**config.mk**
```make
export PLATFORM = sky130hd
export DESIGN_NAME = bpu_lvl_2
export DESIGN_NICKNAME = d
export VERILOG_FILES = /design/src/rtl/bpu_pkg.sv /design/src/rtl/bpu_sat_counter_table.sv /design/src/rtl/bpu_lvl_2.sv
export SDC_FILE = /design/constraint.sdc
export NUM_CORES = 1
export LEC_CHECK = 0
export CORE_UTILIZATION = 54
export DETAILED_ROUTE_END_ITERATION = 8
export PLACE_DENSITY = 0.78
export SKIP_CTS_REPAIR_TIMING = 1
export SYNTH_ARGS = -nofsm -noshare
export SYNTH_HDL_FRONTEND = slang
export SYNTH_HIERARCHICAL = 1
export SYNTH_SLANG_ARGS = --single-unit
export TNS_END_PERCENT = 30
```
**constraint.sdc**
```tcl
create_clock -name clk_i -period 3.2 [get_ports clk_i]
set_input_delay 0.32 -clock clk_i [delete_from_list [all_inputs] [get_ports clk_i]]
set_output_delay 0.32 -clock clk_i [all_outputs]
set_load 0.01 [all_outputs]
```
**src/rtl/bpu_pkg.sv**
```systemverilog
// rtl/bpu_pkg.sv - shared FSM state type and saturating-counter helpers for bpu_lvl_2
package bpu_pkg;

  typedef enum logic {
    INIT = 1'b0,
    RUN  = 1'b1
  } bpu_state_e;

  // Widest counter the helpers handle; callers zero-extend and truncate around it.
  localparam int unsigned CTR_MAX_W = 4;

  function automatic logic [CTR_MAX_W-1:0] sat_step(input logic [CTR_MAX_W-1:0] ctr,
                                                     input logic                 taken,
                                                     input int unsigned          width);
    logic [CTR_MAX_W-1:0] top;
    top = CTR_MAX_W'((1 << width) - 1);
    if (taken) return (ctr == top) ? ctr : ctr + 1'b1;
    return (ctr == '0) ? ctr : ctr - 1'b1;
  endfunction

  function automatic logic [CTR_MAX_W-1:0] weak_not_taken(input int unsigned width);
    return CTR_MAX_W'((1 << (width - 1)) - 1);
  endfunction

endpackage

```
**src/rtl/bpu_sat_counter_table.sv**
```systemverilog
// rtl/bpu_sat_counter_table.sv - counter storage with sweep-init, async read and saturating update ports
module bpu_sat_counter_table
  import bpu_pkg::*;
#(
  parameter int unsigned COUNTER_W = 2,
  parameter int unsigned INDEX_W   = 4
) (
  input  logic                 clk_i,
  input  logic                 init_we_i,
  input  logic [INDEX_W-1:0]   init_addr_i,
  input  logic [INDEX_W-1:0]   rd_addr_i,
  output logic [COUNTER_W-1:0] rd_data_o,
  input  logic                 upd_we_i,
  input  logic [INDEX_W-1:0]   upd_addr_i,
  input  logic                 upd_taken_i
);

  logic [COUNTER_W-1:0] mem_q [2**INDEX_W];

  // Read is combinational so a same-cycle update is seen by the reader as the old value.
  assign rd_data_o = mem_q[rd_addr_i];

  always_ff @(posedge clk_i) begin
    if (init_we_i) begin
      mem_q[init_addr_i] <= COUNTER_W'(weak_not_taken(COUNTER_W));
    end else if (upd_we_i) begin
      mem_q[upd_addr_i] <= COUNTER_W'(sat_step(CTR_MAX_W'(mem_q[upd_addr_i]), upd_taken_i, COUNTER_W));
    end
  end

endmodule

```
**src/rtl/bpu_lvl_2.sv**
```systemverilog
// rtl/bpu_lvl_2.sv - two-level branch predictor; BPU_GSHARE_EN selects gshare, else bimodal indexing
module bpu_lvl_2
  import bpu_pkg::*;
#(
  parameter int unsigned COUNTER_W = 2,
  parameter int unsigned INDEX_W   = 4,
  parameter int unsigned HIST_W    = 4
) (
  input  logic                 clk_i,
  input  logic                 rst_ni,
  input  logic                 clear_i,
  input  logic                 pred_req_i,
  input  logic [INDEX_W-1:0]   pred_idx_i,
  output logic                 pred_valid_o,
  output logic                 jump_o,
  output logic [COUNTER_W-1:0] pred_counter_o,
  output logic [HIST_W-1:0]    pred_hist_o,
  input  logic                 upd_valid_i,
  input  logic [INDEX_W-1:0]   upd_idx_i,
  input  logic [HIST_W-1:0]    upd_hist_i,
  input  logic                 upd_taken_i,
  output logic                 ready_o,
  output logic [HIST_W-1:0]    ghr_o
);

  localparam logic [INDEX_W-1:0] LAST_IDX = '1;

  bpu_state_e           state_q, state_d;
  logic [INDEX_W-1:0]   ptr_q, ptr_d;
  logic [HIST_W-1:0]    ghr_q, ghr_d;
  logic [INDEX_W-1:0]   pred_eff, upd_eff;
  logic [COUNTER_W-1:0] rd_data;
  logic                 upd_en, pred_en;

  logic                 pred_valid_q;
  logic                 jump_q;
  logic [COUNTER_W-1:0] pred_counter_q;
  logic [HIST_W-1:0]    pred_hist_q;

`ifdef BPU_GSHARE_EN
  logic [HIST_W:0] hist_shift;
  assign hist_shift = {ghr_q, upd_taken_i};
  assign pred_eff   = pred_idx_i ^ INDEX_W'(ghr_q);
  assign upd_eff    = upd_idx_i ^ INDEX_W'(upd_hist_i);
`else
  logic unused_hist;
  assign unused_hist = ^upd_hist_i;
  assign pred_eff    = pred_idx_i;
  assign upd_eff     = upd_idx_i;
`endif

  // Clear wins over an update in the same cycle; updates are dropped while sweeping.
  assign upd_en  = (state_q == RUN) && upd_valid_i && !clear_i;
  assign pred_en = (state_q == RUN) && pred_req_i;

  always_comb begin
    state_d = state_q;
    ptr_d   = ptr_q;
    ghr_d   = ghr_q;
    if (clear_i) begin
      state_d = INIT;
      ptr_d   = '0;
      ghr_d   = '0;
    end else if (state_q == INIT) begin
      ptr_d = ptr_q + 1'b1;
      if (ptr_q == LAST_IDX) state_d = RUN;
    end else if (upd_valid_i) begin
`ifdef BPU_GSHARE_EN
      ghr_d = hist_shift[HIST_W-1:0];
`else
      ghr_d = '0;
`endif
    end
  end

  always_ff @(posedge clk_i) begin
    if (!rst_ni) begin
      state_q        <= INIT;
      ptr_q          <= '0;
      ghr_q          <= '0;
      pred_valid_q   <= 1'b0;
      jump_q         <= 1'b0;
      pred_counter_q <= '0;
      pred_hist_q    <= '0;
    end else begin
      state_q      <= state_d;
      ptr_q        <= ptr_d;
      ghr_q        <= ghr_d;
      pred_valid_q <= pred_en;
      if (pred_en) begin
        jump_q         <= rd_data[COUNTER_W-1];
        pred_counter_q <= rd_data;
        pred_hist_q    <= ghr_q;
      end
    end
  end

  bpu_sat_counter_table #(
    .COUNTER_W (COUNTER_W),
    .INDEX_W   (INDEX_W)
  ) u_table (
    .clk_i       (clk_i),
    .init_we_i   (state_q == INIT),
    .init_addr_i (ptr_q),
    .rd_addr_i   (pred_eff),
    .rd_data_o   (rd_data),
    .upd_we_i    (upd_en),
    .upd_addr_i  (upd_eff),
    .upd_taken_i (upd_taken_i)
  );

  assign pred_valid_o   = pred_valid_q;
  assign jump_o         = jump_q;
  assign pred_counter_o = pred_counter_q;
  assign pred_hist_o    = pred_hist_q;
  assign ready_o        = (state_q == RUN);
  assign ghr_o          = ghr_q;

endmodule
```
## Word-level counts from Yosys, hierarchy flattened

Memory sizes are Yosys's and may differ from the RTL's.
Cells that the tools add are included.

- Input port bits: 18
- Word-level logic and storage cells: 37
- Bits in registers: 9
- Memory bits (writable): 32
- Memories: 1

Memory list:

| name | words | width | rd ports | clocked after Yosys merged registers in | wr ports | line | source |
|---|---|---|---|---|---|---|---|
| u_table.mem_q | 16 | 2 | 2 | 0 | 1 | bpu_sat_counter_table.sv:18 | `logic [COUNTER_W-1:0] mem_q [2**INDEX_W];` |

- Bitwise gates (word level): 1
- Reduce and logical (&&, ||, !) cells: 7
- Add/sub/neg operators: 3
- Equal/unequal tests: 2
- Multiplexer cells: 18

Operators with widths:

| operator | count |
|---|---|
| 2-bit 2-to-1 mux | 7 |
| 1-bit 2-to-1 mux | 10 |
| 4-bit by 1-bit adder with 4-bit output (second input constant) | 1 |
| 4-bit equality test (second input constant) | 1 |
| 4-bit 2-to-1 mux | 1 |
| 2-bit OR reduction | 2 |
| 1-bit logical AND | 3 |
| 2-bit by 1-bit adder with 2-bit output (second input constant) | 1 |
| 2-bit equality test (second input constant) | 1 |
| 2-bit logical NOT | 1 |
| 2-bit by 1-bit subtractor with 2-bit output (second input constant) | 1 |
| 1-bit logical NOT | 1 |
| 1-bit inverter | 1 |

## Logic depth before layout (Yosys ltp)

- Depth after elaboration: 8
- Depth in mapped cells: 8
- Depth with buffers taken out: 6

## Cells and area by module

The synthesis kept the hierarchy.

Modules (own cells, without submodules):

| module | times used | cells an instance | area each (um2) |
|---|---|---|---|
| bpu_sat_counter_table | 1 | 117 | 1771.7 |
| bpu_lvl_2 | 1 | 44 | 410.4 |

## Least setup slack after synthesis

Ideal clock, no wire load.

- Kind: input -> register
- From: in upd_idx_i[2]
- To: mem u_table.mem_q[0][1], data pin
- Data required time: 2.860 ns
- Library setup time: 0.340 ns
- Setup slack: 0.866 ns
- Data arrival time: 1.994 ns
- Stages on the path: 6
- Path through: buf_6 > mux4_1 > nor2_1 > nor4_1 > o32ai_1 > a211oi_1

- Cells in the longest elaborated chain, start to end: 8

Ends and longest elaborated chain:

| what | line | source |
|---|---|---|
| start, declared | bpu_lvl_2.sv:19 | `input logic [INDEX_W-1:0] upd_idx_i,` |
| memory 16 x 2 bit (*) | - |  |
| 2-bit by 1-bit adder with 2-bit output or 2-bit equality test (tied branches) | bpu_pkg.sv:17 | `if (taken) return (ctr == top) ? ctr : ctr + 1'b1;` |
| 2-bit 2-to-1 mux (2 in series) | bpu_pkg.sv:17 |  |
| 2-bit 2-to-1 mux (*) | bpu_pkg.sv:18 | `return (ctr == '0) ? ctr : ctr - 1'b1;` |
| 2-bit 2-to-1 mux (*) | bpu_sat_counter_table.sv:26 | `end else if (upd_we_i) begin` |
| 2-bit 2-to-1 mux (*) | bpu_sat_counter_table.sv:24 | `if (init_we_i) begin` |
| 2-bit 2-to-1 mux (no line) (*) | - |  |
| end, declared | bpu_sat_counter_table.sv:18 |  |

Every way passes the cells marked *; elsewhere a longest branch is shown, timed or not. The select of a mux whose other input is x is not followed.

## Final worst setup path

- From: in upd_idx_i[2]
- To: mem u_table.mem_q[6][1], data pin

The elaborated chain is that of the path after synthesis.

==> impl_metrics.csv <==
group,metric,value,unit
die,core,3770,µm²
place,place_congestion,0.922,
detailed_routing,drt_first_pass_iters,4,
pwr,combPwrFrac,0.073,
clocking,cts_inserted_buffers,5,
worst_setup_path,rr_endpoint,"u_table/mem_q[6][1]",
finish,num_antenna_cells,0,
pwr,swShare,0.206,
worst_setup_path,ff2ff_setup_slack,960,ps
die,start_util,0.579,
global_routing,grt_max_degree,17,
timing,fin_crit_sh,0.865,
timing,slew_viol_final,0,
clocking,htree_levels,2,
finish,areaGrowthSynthToFinish,12.8,%
outcome,outcome,"complete, no violations",
global_routing,grt_usage,0.242,
timing,hold_ws,480,ps
timing,rsz0062_at_grt,"no",
die,die_y,65.6,µm
clocking,numClockSinks,40,
global_routing,antenna_found_initial,0,
synthesis,synth_edf_count,32,
detailed_routing,viasPerCell,6.31,
die,num_rows,22,
worst_setup_path,crit_path_max_incr_delay,670,ps
finish,fin_nets,197,
global_routing,grt_pass1_wl,7270,µm
synthesis,ys.warnings.count,6,
pwr,pwr-share-clk,0.388,
synthesis,ys.flop_type,"edfxtp_1",
worst_setup_path,cp-startpoint,"upd_idx_i[2]",
timing,max_clock_freq,361,MHz
finish,drive_gt1_frac,0.162,
synthesis,netlist_area,2180,µm²
worst_setup_path,critPathCaptureType,"register",
clocking,clk_latency,290,ps
worst_setup_path,cp_slowest_cell,"clkdlybuf4s50_1",
worst_setup_path,cp_max_fo,16,
global_routing,grt_pass1_vias,1434,
timing,slew-limit-headroom,0.634,
timing,finalSetupViolations,0,
synthesis,ys_seq_elements,40,
worst_setup_path,worstReg2RegStart,"u_table/mem_q[7][1]",
pwr,intPower,826,µW
pwr,leakage,0.000929,µW
clocking,cts_tree,"yes",
worst_setup_path,critPathTopFamily,"buffers and inverters",
clocking,clockRootBuffer,"clkbuf_8",
min_path,hp-start,"pred_counter_o[0]",
finish,layout_common_cells,"edfxtp_1 (32), nor2_1 (25), clkdlybuf4s50_1 (18)",
place,port_buffers,18,
pwr,ir_drop,302,µV
die,die-area,4300,µm²
detailed_routing,final_antenna_net_count,0,
worst_setup_path,crit_chain,"clkdlybuf4s50_1, buf_4, mux4_1, mux2i_1, nor2_1, o32ai_1, a211oi_1, buf_4",
timing,fin_crit,2770,ps
min_path,hold_end,"pred_counter_o[0]",
min_path,hold_depth,2,
detailed_routing,drc,0,
synthesis,avgSynthCellArea,13.6,µm²
die,die_x,65.6,µm
worst_setup_path,crit_arrival,2800,ps
worst_setup_path,reg2reg_depth,6,
worst_setup_path,cpMostUsedCell,"buf_4",
worst_setup_path,crit_type,"in -> reg",
synthesis,synthArstFlopShare,0,
min_path,min_path_type,"reg -> reg",
synthesis,synth_cells,161,
timing,finClkSkew,5.08,ps
detailed_routing,drt_iter0_drc,130,
clocking,cts.clk_slew.worst_paths,80,ps
detailed_routing,wl_per_cell,19.8,µm
job,drv_cap,0,
die,ioPinCount,31,
detailed_routing,routed-via-count,1432,
worst_setup_path,cp-start-kind,"input port",
clocking,clock_path_buffers,2,
worst_setup_path,path_buf_inv,3,
timing,finalHoldViolCount,0,
place,dp_hpwl,3430,µm
timing,worst_slew_pin_slew,546,ps
pwr,pwr_density_cell,423,nW/µm²
detailed_routing,wirelength,4490,µm
finish,final_common_cell,"edfxtp_1",
pwr,p_seq_frac,0.539,
timing,setup_tns,0,ps
pwr,p_sw,215,µW
synthesis,synth.distinct_cells,41,
synthesis,yosysSeqAreaShare,0.514,
global_routing,grt.overflow.total,0,
worst_setup_path,cp.required,3230,ps
==> worst max path at each step <==
stage / slack, ps / endpoint / cells after the start
2_1_floorplan: 870 / u_table/mem_q[0][1] / 6
3_3_place_gp: 280 / u_table/mem_q[5][1] / 8
3_5_place_dp: 140 / u_table/mem_q[5][1] / 8
4_1_cts: 450 / u_table/mem_q[6][1] / 8
5_1_grt: 320 / u_table/mem_q[2][1] / 8
6_report: 430 / u_table/mem_q[6][1] / 8
==> layout make-up <==
class                           count  area (µm²)
Fill cell                         253        1310
Inverter                            4        15.0
Multi-Input combinational cell    106         952
Tap cell                           48        60.1
Clock buffer                        5        68.8
Timing Repair Buffer               21         203
Clock inverter                      3        42.5
Sequential cell                    40        1120
==> power groups by stage <==
stage	clock network, µW	registers [µW]	logic (µW)
detailed placement	0	573	74.7
global placement	0	573	71.6
CTS	412	561	75.2
floorplan	0	572	55.7
global route	433	561	82.6
finish	404	561	75.7
==> registers in the layout, indices dropped and copies added (netlist names) <==
name / cells
pred_counter_o: 1
ready_o: 1
ptr_q: 4
jump_o: 1
u_table/mem_q: 32
pred_valid_o: 1
==> layer usage <==
layer / global-route usage / wire length, µm / vias up
met3: 0.0660 / 291 / 14
met2: 0.375 / 2190 / 59
met4: 0.152 / 160 / 0
met1: 0.300 / 1840 / 718
met5: 0 / 0 / -
li1: - / - / 641
==> cell usage after synthesis (2+ instances only) <==
| cell type | instances | area [µm²] |
|---|---|---|
| nor3b_1 | 5 | 37.5 |
| mux2i_1 | 3 | 30.0 |
| xor2_1 | 2 | 17.5 |
| mux2_2 | 3 | 33.8 |
| dfxtp_1 | 8 | 160 |
| buf_4 | 9 | 67.6 |
| nand2b_1 | 2 | 12.5 |
| clkbuf_1 | 4 | 15.0 |
| buf_2 | 3 | 15.0 |
| inv_1 | 4 | 15.0 |
| edfxtp_1 | 32 | 961 |
| a21boi_0 | 2 | 15.0 |
| nand2_1 | 7 | 26.3 |
| nor3_1 | 2 | 10.0 |
| nand3_1 | 3 | 15.0 |
| a31oi_1 | 6 | 37.5 |
| mux4_2 | 10 | 225 |
| a21oi_1 | 2 | 10.0 |
| buf_6 | 2 | 22.5 |
| nor2_1 | 25 | 93.8 |
| mux4_1 | 7 | 184 |
==> worst register-to-register path: cells and delay by family (launching register included) <==
kind,cells,cell delay (ps)
compound gates,2,380
buf+inv,1,200
simple gates,1,170
flops,1,390
mux,2,840
==> cell families after synthesis <==
family                     Yosys count  share of synthesized area
xor gates and xnor gates             3                     0.0120
other                                1                    0.00172
buffers and inverters               22                     0.0619
and+or+nand+nor                     54                      0.132
adders and majority gates            1                    0.00573
DFF                                 40                      0.514
muxes                               23                      0.217
AOI/OAI and AO/OA                   17                     0.0556
==> per-stage QoR <==
step	power (µW)	cell area (µm²)	cells	utilization	worst slack, ps
after floorplan	627	2210	168	-	866
after global placement	644	2350	219	0.623	276
after detailed placement	648	2350	219	0.623	140
after CTS	1050	2460	227	0.653	449
after global routing	1080	2460	227	0.653	318
final	1040	2460	227	0.653	432
Power figures use the tool's default switching activity.
